## src/rtl/sb_pkg.sv

```systemverilog
// Shared defaults and {addr,data} entry layout for the store buffer.
// Build option: STORE_BUFFER_FWD_EN (consumed by store_buffer) enables load forwarding.
package sb_pkg;

  localparam int SB_DEPTH = 4;
  localparam int SB_AW    = 32;
  localparam int SB_DW    = 32;

  typedef struct packed {
    logic [SB_AW-1:0] addr;
    logic [SB_DW-1:0] data;
  } sb_entry_t;

  localparam int SB_ENTRY_W = $bits(sb_entry_t);

  // Legal depths keep pointer wrap a plain binary rollover.
  function automatic bit is_valid_depth(input int d);
    return (d >= 2) && (d <= 16) && ((d & (d - 1)) == 0);
  endfunction

endpackage

```

## src/rtl/store_buffer_if.sv

```systemverilog
// Downstream memory write channel of the store buffer.
interface store_buffer_if
  import sb_pkg::*;
#(
  parameter int AW = SB_AW,
  parameter int DW = SB_DW
);

  // Valid/ready: a beat transfers on a rising edge where bus_valid && bus_ready;
  // the master holds bus_addr/bus_wdata stable while bus_valid && !bus_ready,
  // and bus_ready while bus_valid is low has no effect.
  logic          bus_valid;
  logic          bus_ready;
  logic [AW-1:0] bus_addr;
  logic [DW-1:0] bus_wdata;

  modport master (
    output bus_valid,
    output bus_addr,
    output bus_wdata,
    input  bus_ready
  );

  modport slave (
    input  bus_valid,
    input  bus_addr,
    input  bus_wdata,
    output bus_ready
  );

endinterface

```

## src/rtl/sb_ram.sv

```systemverilog
// Store buffer entry storage: one write port, one async read port and a
// full-array view used by the forwarding comparators.
module sb_ram
  import sb_pkg::*;
#(
  parameter int DEPTH = SB_DEPTH,
  parameter int W     = SB_ENTRY_W,
  localparam int PW   = $clog2(DEPTH)
) (
  input  logic                    clk,
  input  logic                    we,
  input  logic [PW-1:0]           waddr,
  input  logic [W-1:0]            wdata,
  input  logic [PW-1:0]           raddr,
  output logic [W-1:0]            rdata,
  output logic [DEPTH-1:0][W-1:0] mem_view
);

  // Contents are qualified by the buffer's count, so no reset is needed.
  logic [DEPTH-1:0][W-1:0] mem_q;
  logic [DEPTH-1:0][W-1:0] mem_d;

  always_comb begin
    mem_d = mem_q;
    if (we) begin
      mem_d[waddr] = wdata;
    end
  end

  always_ff @(posedge clk) begin
    mem_q <= mem_d;
  end

  assign rdata    = mem_q[raddr];
  assign mem_view = mem_q;

endmodule

```

## src/rtl/store_buffer.sv

```systemverilog
// In-order write-combining-free store buffer draining to memory over store_buffer_if.
// Build option: define STORE_BUFFER_FWD_EN to build load-forwarding comparators.
module store_buffer
  import sb_pkg::*;
#(
  parameter int DEPTH = SB_DEPTH,
  parameter int AW    = SB_AW,
  parameter int DW    = SB_DW
) (
  input  logic           clk,
  input  logic           reset,
  input  logic           MemWrite,
  input  logic [AW-1:0]  DataAdr,
  input  logic [DW-1:0]  WriteData,
  output logic           stall,
  store_buffer_if.master bus,
  output logic           overflow,
  input  logic [AW-1:0]  ld_addr,
  output logic           fwd_hit,
  output logic [DW-1:0]  fwd_data,
  output logic           empty
);

  localparam int PW = $clog2(DEPTH);
  localparam int CW = PW + 1;
  localparam int EW = AW + DW;
  localparam logic [CW-1:0] FULL_CNT = CW'(DEPTH);

  if (!is_valid_depth(DEPTH)) begin : g_bad_depth
    $error("store_buffer: DEPTH must be a power of two in 2..16");
  end

  logic [PW-1:0] wr_ptr_q, wr_ptr_d;
  logic [PW-1:0] rd_ptr_q, rd_ptr_d;
  logic [CW-1:0] count_q, count_d;
  logic          overflow_q, overflow_d;

  logic                    full;
  logic                    push;
  logic                    pop;
  logic [EW-1:0]           head;
  logic [DEPTH-1:0][EW-1:0] mem_view;

  // Full comes from the registered count only, so a same-cycle pop never
  // frees a slot for the incoming store.
  assign full  = (count_q == FULL_CNT);
  assign empty = (count_q == '0);
  assign push  = MemWrite && !full;
  assign pop   = !empty && bus.bus_ready;

  always_comb begin
    wr_ptr_d   = wr_ptr_q;
    rd_ptr_d   = rd_ptr_q;
    count_d    = count_q;
    overflow_d = overflow_q | (MemWrite && full);
    if (push) begin
      wr_ptr_d = wr_ptr_q + PW'(1);
    end
    if (pop) begin
      rd_ptr_d = rd_ptr_q + PW'(1);
    end
    case ({push, pop})
      2'b10:   count_d = count_q + CW'(1);
      2'b01:   count_d = count_q - CW'(1);
      default: count_d = count_q;
    endcase
  end

  always_ff @(posedge clk or posedge reset) begin
    if (reset) begin
      wr_ptr_q   <= '0;
      rd_ptr_q   <= '0;
      count_q    <= '0;
      overflow_q <= 1'b0;
    end else begin
      wr_ptr_q   <= wr_ptr_d;
      rd_ptr_q   <= rd_ptr_d;
      count_q    <= count_d;
      overflow_q <= overflow_d;
    end
  end

  sb_ram #(
    .DEPTH (DEPTH),
    .W     (EW)
  ) u_ram (
    .clk      (clk),
    .we       (push),
    .waddr    (wr_ptr_q),
    .wdata    ({DataAdr, WriteData}),
    .raddr    (rd_ptr_q),
    .rdata    (head),
    .mem_view (mem_view)
  );

  assign stall         = full;
  assign overflow      = overflow_q;
  assign bus.bus_valid = !empty;
  assign bus.bus_addr  = empty ? '0 : head[EW-1 -: AW];
  assign bus.bus_wdata = empty ? '0 : head[DW-1:0];

`ifdef STORE_BUFFER_FWD_EN
  // Scan oldest to youngest so the last match left standing is the youngest.
  always_comb begin
    fwd_hit  = 1'b0;
    fwd_data = '0;
    for (int i = 0; i < DEPTH; i++) begin
      if ((CW'(i) < count_q) &&
          (mem_view[rd_ptr_q + PW'(i)][EW-1 -: AW] == ld_addr)) begin
        fwd_hit  = 1'b1;
        fwd_data = mem_view[rd_ptr_q + PW'(i)][DW-1:0];
      end
    end
  end
`else
  logic unused_fwd;
  assign unused_fwd = ^{ld_addr, mem_view};
  assign fwd_hit    = 1'b0;
  assign fwd_data   = '0;
`endif

endmodule

```

## src/flat_wrapper.sv

```systemverilog
// flat-port wrapper written by rule: the top's interface ports become plain ports
module store_buffer_flat import sb_pkg::*;
#(
  parameter int DEPTH = SB_DEPTH,
  parameter int AW    = SB_AW,
  parameter int DW    = SB_DW
)
  (clk, reset, MemWrite, DataAdr, WriteData, stall, overflow, ld_addr, fwd_hit, fwd_data, empty, bus_bus_valid, bus_bus_addr, bus_bus_wdata, bus_bus_ready);
  store_buffer_if #(.AW(AW), .DW(DW)) bus_i ();
  input  logic clk;
  input  logic reset;
  input  logic MemWrite;
  input  logic [AW-1:0] DataAdr;
  input  logic [DW-1:0] WriteData;
  output logic stall;
  output logic overflow;
  input  logic [AW-1:0] ld_addr;
  output logic fwd_hit;
  output logic [DW-1:0] fwd_data;
  output logic empty;
  output wire logic [$bits(bus_i.bus_valid)-1:0] bus_bus_valid;
  output wire logic [$bits(bus_i.bus_addr)-1:0] bus_bus_addr;
  output wire logic [$bits(bus_i.bus_wdata)-1:0] bus_bus_wdata;
  input wire logic [$bits(bus_i.bus_ready)-1:0] bus_bus_ready;
  assign bus_bus_valid = bus_i.bus_valid;
  assign bus_bus_addr = bus_i.bus_addr;
  assign bus_bus_wdata = bus_i.bus_wdata;
  assign bus_i.bus_ready = bus_bus_ready;
  store_buffer #(.DEPTH(DEPTH), .AW(AW), .DW(DW)) u_core (.clk(clk), .reset(reset), .MemWrite(MemWrite), .DataAdr(DataAdr), .WriteData(WriteData), .stall(stall), .bus(bus_i), .overflow(overflow), .ld_addr(ld_addr), .fwd_hit(fwd_hit), .fwd_data(fwd_data), .empty(empty));
endmodule
```

## config.mk

```make
export PLATFORM = sky130hd
export DESIGN_NAME = store_buffer_flat
export DESIGN_NICKNAME = d
export VERILOG_FILES = /design/src/rtl/sb_pkg.sv /design/src/rtl/store_buffer_if.sv /design/src/rtl/sb_ram.sv /design/src/rtl/store_buffer.sv /design/src/flat_wrapper.sv
export SDC_FILE = /design/constraint.sdc
export NUM_CORES = 1
export LEC_CHECK = 0
export ABC_AREA = 1
export CAP_MARGIN = 15
export CORE_MARGIN = 1
export CORE_UTILIZATION = 45
export CTS_CLUSTER_DIAMETER = 100
export DETAILED_ROUTE_END_ITERATION = 8
export PLACE_DENSITY_LB_ADDON = 0.1
export SLEW_MARGIN = 30
export SYNTH_ARGS = -nofsm -noshare
export SYNTH_HDL_FRONTEND = slang
export SYNTH_SLANG_ARGS = --single-unit
export TNS_END_PERCENT = 1
```

## constraint.sdc

```tcl
create_clock -name clk -period 7.4 [get_ports clk]
set_input_delay 0.74 -clock clk [delete_from_list [all_inputs] [get_ports clk]]
set_output_delay 0.74 -clock clk [all_outputs]
set_load 0.02 [all_outputs]
```

* Word level (Yosys, flattened, before mapping)
Index checks and enable logic that the tools add are counted.
** Storage, ports and cells
- Input bits :: 100
- Output and inout bits :: 101
- Bits in registers :: 264
** Cells by class
- Eq/ne operators :: 3
- Bitwise gates (word level) :: 1
- Reduce and logical (&&, ||, !) cells :: 8
- Magnitude comparators :: 3
- Add/subtract/negate cells :: 4
- Mux-type cells :: 8
** Operator list (count)
- $bwmux 256 :: 1
- $bmux 64 s2 :: 1
- $demux 64 s2 :: 1
- $mux 64 :: 2
- $mux 32 :: 2
- $lt 2x3->1 const B :: 2
- $pmux 3 s2 :: 1
- $add 2x1->2 const B :: 2
- $logic_and 1x1->1 :: 4
- $add 3x1->3 const B :: 1
- $eq 3x3->1 const B :: 1
- $logic_not 3->1 :: 1
- $sub 3x1->3 const B :: 1
- $eq 2x1->1 const B :: 1
- $eq 2x2->1 const B :: 1
- $ge 2x1->1 const B :: 1
- $logic_not 1->1 :: 2
- $reduce_bool 2->1 :: 1
- $or 1x1->1 :: 1

* Depth between registers and ports, before layout
Gate-level depths: netlist of the first run.
- Depth after elaboration :: 5
- Depth in mapped cells :: 12
- Mapped depth without buffers :: 12

* Modules after synthesis
Synthesis of the first run repeated with hierarchy kept, for this count alone.
** Second synthesis, totals
- Cells, all modules :: 1235
- Area total of the unflattened synthesis :: 12001.5 µm²
** Modules (own cells, without submodules)
- sb_ram :: area each 10761.6 µm², times used 1, seq. area each 7687.4 µm², cells an instance 1010
- store_buffer :: area each 1239.9 µm², times used 1, seq. area each 200.2 µm², cells an instance 225

* Worst setup path before layout of the first run
OpenSTA, ideal clock, no wires.
- Kind :: in2reg
- From :: input MemWrite
- To :: register u_core.u_ram.mem_q, in the netlist u_core.u_ram.mem_view[0], enable pin
- Cell stages on the path :: 2
- Buffers on the path :: 0
- Data arrival time :: 3.565 ns
- Slack :: 3.348 ns
- Path through :: nand2_1 > nor2_1
** On the way
- Word-level cells in the longest chain between the ends :: 1
** Ends and longest elaborated chain
- from (decl) :: RTL line flat_wrapper.sv:12 : input logic MemWrite;
- $logic_and 1x1->1 :: RTL line store_buffer.sv:48 : assign push = MemWrite && !full;
- to (signal assigned) :: RTL line sb_ram.sv:31 : mem_q <= mem_d;
- to (decl) :: RTL line sb_ram.sv:20 : logic [DEPTH-1:0][W-1:0] mem_q;
No other way between the ends.
A chain may end at the register's enable or synchronous reset.

* Worst setup path after layout of the first run
- From :: register u_core.rd_ptr_q[0]
- To :: output bus_bus_wdata[14]
** On the way
- Word-level cells in the longest chain between the ends :: 3
** Ends and longest elaborated chain
- from (decl) :: RTL line store_buffer.sv:34 : logic [PW-1:0] rd_ptr_q, rd_ptr_d;
- from (signal assigned) :: RTL line store_buffer.sv:77 : rd_ptr_q <= rd_ptr_d;
- $bmux 64 s2 :: RTL line sb_ram.sv:34 : assign rdata = mem_q[raddr];
- $mux 64 (implied by the code) :: RTL line sb_ram.sv:34
- $mux 32 :: RTL line store_buffer.sv:100 : assign bus.bus_wdata = empty ? '0 : head[DW-1:0];
- to (decl) :: RTL line flat_wrapper.sv:23 : output wire logic [$bits(bus_i.bus_wdata)-1:0] bus_bus_wdata;
No other way between the ends. The select of a mux whose other input is x is not followed.

==> impl_metrics.json, run 1 <==
{
  "status": "complete, no violations",
  "post-route-period-util": 0.586,
  "num_vias": 7248,
  "place.gp.congestion": 0.716,
  "critPathArrivalTime_ns": 3.60,
  "cts.sinks": 264,
  "die_x_microns": 163,
  "busiest_layer": "met2",
  "die_area_sq_mm": 0.0265,
  "maxSlewViolCount": 0,
  "fin_tns_setup_ns": 0,
  "cp-end-kind": "output port",
  "post_drt_via_cell_ratio": 4.58,
  "htreeDepth": 1,
  "min_path_type": "reg -> reg",
  "wire_per_inst_microns": 14.7,
  "wirelength_microns": 23300,
  "io_pins": 201,
  "cts_buffers": 28,
  "synth-edff-count": 256,
  "area_growth_pct": 20.4,
  "grt_overflow": 0,
  "fmax_mhz": 231,
  "fin_skew_ns": 0.00582,
  "powerDensity_mw_per_mm2": 422,
  "synthArstFlopShare": 0.0303,
  "clock_path_buffers": 3,
  "synth.avg_cell_area_sq_um": 10.5,
  "relSlewSlack": 0.366,
  "yosys_register_bits": 264,
  "p_leak_nw": 6.06,
  "fin_nets": 1336,
  "ys.flop_type": "edfxtp_1",
  "drv_cap": 0,
  "netlist_area_sq_mm": 0.0116,
  "grt_pass1_vias": 6894,
  "hpwl_microns": 12200,
  "syn_inst": 1105,
  "grt_pass1_wl_microns": 36000,
  "clk_pin_slew_ns": 0.06,
  "finalSetupViolations": 0,
  "start_util": 0.460,
  "rsz0062_at_grt": "no",
  "ir_drop_mv": 0.222,
  "min_period_ns": 4.34,
  "met3_usage": 0.0290,
  "drc": 0,
  "ant_nets": 0,
  "yosysWarnings": 0,
  "clkLatencyLatePin_ns": 0.52,
  "hold_viol": 0,
  "synth-seq-area-share": 0.679,
  "grt_max_degree": 75,
  "gr-usage-met2": 0.322,
  "critPathRequiredTime_ns": 6.66,
  "postCtsSetupBuffers": 0,
  "root_buffer": "clkbuf_16",
  "row_count": 58,
  "worstPathMaxFanout": 65,
  "holdBufCountCts": 0,
  "drt_iter0_drc": 367,
  "antenna_found_initial": 0,
  "use_met1": 0.220,
  "ys_types": 21,
  "final_core_util": 0.554,
  "grt_usage": 0.179,
  "cts_resized": 0,
  "antenna_cells": 0,
  "core_area_sq_mm": 0.0253,
  "cp-start-kind": "flip-flop",
  "worstMarginPinSlew_ns": 0.951,
  "criticalPathCategory": "reg -> out",
  "die_y_microns": 163,
  "final_cell_mix": "270 x inv_1, 270 x nand2_1, 256 x edfxtp_1",
  "first_pass_iters": 5,
  "io_buffers": 135,
  "drive_above_1_share": 0.0503,
  "cts_tree": "built"
}
per-layer routing:
layer | wire length, microns | vias up
met1 | 9820 | 3372
met3 | 1150 | 38
li1 | - | 3680
met5 | 0 | -
met4 | 483 | 0
met2 | 11800 | 158
cell usage after synthesis, types with 2 or more instances:
cell type,count,area share
inv_1,270,0.087
nand2_1,270,0.087
edfxtp_1,256,0.66
nand3_1,133,0.057
a21oi_1,64,0.028
buf_4,38,0.025
buf_2,25,0.011
buf_6,10,0.0097
clkbuf_1,8,0.0026
dfrtp_1,8,0.017
ha_1,5,0.0054
inv_2,4,0.0013
nor2_1,4,0.0013
o21ai_0,2,0.00086
xnor2_1,2,0.0015
per-stage QoR:
step	instances	hold WS, ns	total power, mW	area (sq um)	setup slack (ns)
floorplan	1137	0.453	3.66	11700	3.35
global placement	1529	0.440	4.59	13100	3.61
detailed placement	1530	0.452	4.63	13100	3.58
CTS	1582	0.457	6.00	14000	3.00
global route	1582	0.478	6.27	14000	2.80
finish	1582	0.455	5.91	14000	3.06
final timing paths:
kind                               startpoint                    endpoint  slack (ns)  cells after the start
min reg2reg                   u_core.overflow             u_core.overflow        0.45                      1
max                        u_core.rd_ptr_q[0]           bus_bus_wdata[14]        3.06                      6
min in group asynchronous               reset             u_core.overflow        0.47                      2
max reg2reg                 u_core.count_q[1]  u_core.u_ram.mem_view[194]        4.63                      5
min                           u_core.overflow             u_core.overflow        0.45                      1
max in group asynchronous               reset          u_core.rd_ptr_q[0]        6.66                      2
flip-flops by register name, indices dropped and copies added, names as in the netlist:
signal and flops:
u_core.rd_ptr_q 2, u_core.u_ram.mem_view 256, u_core.count_q 3, u_core.overflow 1, u_core.wr_ptr_q 2
critical path, cell delays in order, from the launching register on:
cell and delay (ns):
dfrtp_4 0.73, inv_4 0.62, buf_4 0.71, nand2_1 0.12
nand3_1 0.10, a21oi_1 0.10, clkdlybuf4s50_1 0.59
power breakdown:
part,total [mW],internal [mW],switching (mW)
Sequential,2.12,1.97,0.146
Combinational,2.44,0.924,1.51
Clock,1.35,0.817,0.534
Total,5.91,3.71,2.20
layout make-up:
type / count / area, sq um
multi-input cells: 517 / 2300
flip-flops and latches: 264 / 7890
clock buffers: 34 / 744
repair buffers: 145 / 1450
fillers: 2142 / 11300
clock inverters: 18 / 164
inverters: 274 / 1030
well taps: 330 / 413
cell families after synthesis:
| group | after synthesis | synth area share |
|---|---|---|
| other | 1 | 0.000323 |
| AOI/OAI and AO/OA | 67 | 0.0291 |
| buffers and inverters | 356 | 0.136 |
| xor gates and xnor gates | 2 | 0.00151 |
| DFF | 264 | 0.679 |
| adders and majority gates | 6 | 0.00710 |
| and+or+nand+nor | 409 | 0.147 |
(Power assumes the default switching activity.)
==> run 2, diff against run 1 <==
clock period = 4.2 ns   (was 7.4 ns; I/O delays follow)
==> impl_metrics.json, run 2 (synthesis results as in run 1) <==
{
  "status": "complete, no violations",
  "die_y_microns": 163,
  "die_area_sq_mm": 0.0265,
  "grt_usage": 0.181,
  "antenna_cells": 0,
  "wirelength_microns": 23300,
  "core_area_sq_mm": 0.0253,
  "grt_overflow": 0,
  "power.switching_mw": 3.88,
  "worstPathMaxFanout": 83,
  "io_buffers": 135,
  "holdBufCountCts": 0,
  "finalSetupViolations": 0,
  "hpwl_microns": 12100,
  "reg2reg_depth": 5,
  "grt_pass1_vias": 6996,
  "min_path_type": "in -> async",
  "ir_drop_mv": 0.386,
  "post-route-period-util": 0.886,
  "worstPathCellList": "inv_4 > buf_12 > nand2_1 > nand3_1 > a21oi_1 > clkdlybuf4s50_1",
  "place.gp.congestion": 0.710,
  "clkLatencyLatePin_ns": 0.53,
  "largest_reg_flops": 256,
  "hold_viol": 0,
  "root_buffer": "clkbuf_16",
  "rsz0062_at_grt": "no",
  "cp-start-kind": "flip-flop",
  "area_growth_pct": 20.7,
  "fin_tns_setup_ns": 0,
  "post_drt_via_cell_ratio": 4.58,
  "num_vias": 7242,
  "row_count": 58,
  "io_pins": 201,
  "grt_pass1_wl_microns": 36900,
  "critPathRequiredTime_ns": 3.78,
  "drt_iter0_drc": 331,
  "power.total_mw": 10.5,
  "start_util": 0.460,
  "wire_per_inst_microns": 14.7,
  "clkPwrFrac": 0.228,
  "pwr-share-comb": 0.420,
  "maxSlewViolCount": 0,
  "fin_nets": 1336,
  "cts_tree": "built",
  "min_period_ns": 3.72,
  "cts_resized": 0,
  "fin_skew_ns": 0.0139,
  "critPathArrivalTime_ns": 3.30,
  "relSlewSlack": 0.377,
  "powerDensity_mw_per_mm2": 745,
  "first_pass_iters": 4,
  "drc": 0,
  "die_x_microns": 163,
  "postCtsSetupBuffers": 0,
  "htreeDepth": 1,
  "criticalPathCategory": "reg -> out",
  "p_leak_nw": 6.06,
  "antenna_found_initial": 1,
  "cpPeakStageDelay_ns": 0.89,
  "cp-end-kind": "output port",
  "clock_path_buffers": 3,
  "drive_above_1_share": 0.0464,
  "clk_pin_slew_ns": 0.06,
  "p_int_mw": 6.58,
  "cts_buffers": 28,
  "switching_share": 0.371,
  "grt_max_degree": 84,
  "ant_nets": 0,
  "p_seq_frac": 0.352,
  "cts.sinks": 264,
  "final_cell_mix": "270 x inv_1, 270 x nand2_1, 256 x edfxtp_1",
  "fmax_mhz": 269,
  "worstMarginPinSlew_ns": 0.934,
  "drv_cap": 0,
  "cp_slowest_cell": "dfrtp_4"
}
-- run 2: worst paths after layout --
path | start | end | slack [ns]
worst max-delay path | u_core.rd_ptr_q[0] | bus_bus_wdata[16] | 0.48
worst max register to register | u_core.count_q[1] | u_core.u_ram.mem_view[164] | 1.91
max in group asynchronous | reset | u_core.rd_ptr_q[0] | 3.77
min in group clk | u_core.overflow | u_core.overflow | 0.46
worst min-delay path | reset | u_core.rd_ptr_q[0] | 0.15
worst min register to register | u_core.overflow | u_core.overflow | 0.46
-- run 2: power by group through the flow --
stage | logic, mW | clock network [mW] | registers (mW)
floorplan | 2.78 | 0 | 3.67
global placement | 4.43 | 0 | 3.72
detailed placement | 4.47 | 0 | 3.73
CTS | 4.49 | 2.44 | 3.68
global route | 4.81 | 2.56 | 3.72
finish | 4.39 | 2.39 | 3.68
-- run 2: critical path, delay by kind of cell, from the launching register on --
family,cells,cell delay [ns]
and+or+nand+nor,2,0.18
AOI/OAI and AO/OA,1,0.25
DFF,1,0.89
buffers and inverters,3,1.38
-- run 2: metrics by stage --
stage / hold slack (ns) / setup slack (ns) / util / cell area [sq um] / instances
after CTS: 0.140 / 0.439 / 0.556 / 14000 / 1580
after detailed placement: 0.447 / 1.03 / 0.520 / 13100 / 1530
after global routing: 0.185 / 0.288 / 0.556 / 14000 / 1580
final: 0.147 / 0.481 / 0.556 / 14000 / 1580
after floorplan: 0.236 / 0.340 / - / 11700 / 1137
after global placement: 0.439 / 1.04 / 0.520 / 13100 / 1530
-- run 2: routing by layer --
layer	up-vias	global-route usage	routed length (microns)
met1	3379	0.222	9700
li1	3669	-	-
met5	-	0	13
met2	159	0.324	11800
met4	2	0.0387	414
met3	33	0.0418	1360
-- run 2: area by class of cell --
cell class                      count  area, sq um
Clock buffer                       37          756
Clock inverter                     13          139
Fill cell                        2148        11200
Inverter                          274         1030
Multi-Input combinational cell    517         2300
Sequential cell                   264         7890
Tap cell                          330          413
Timing Repair Buffer              145         1500
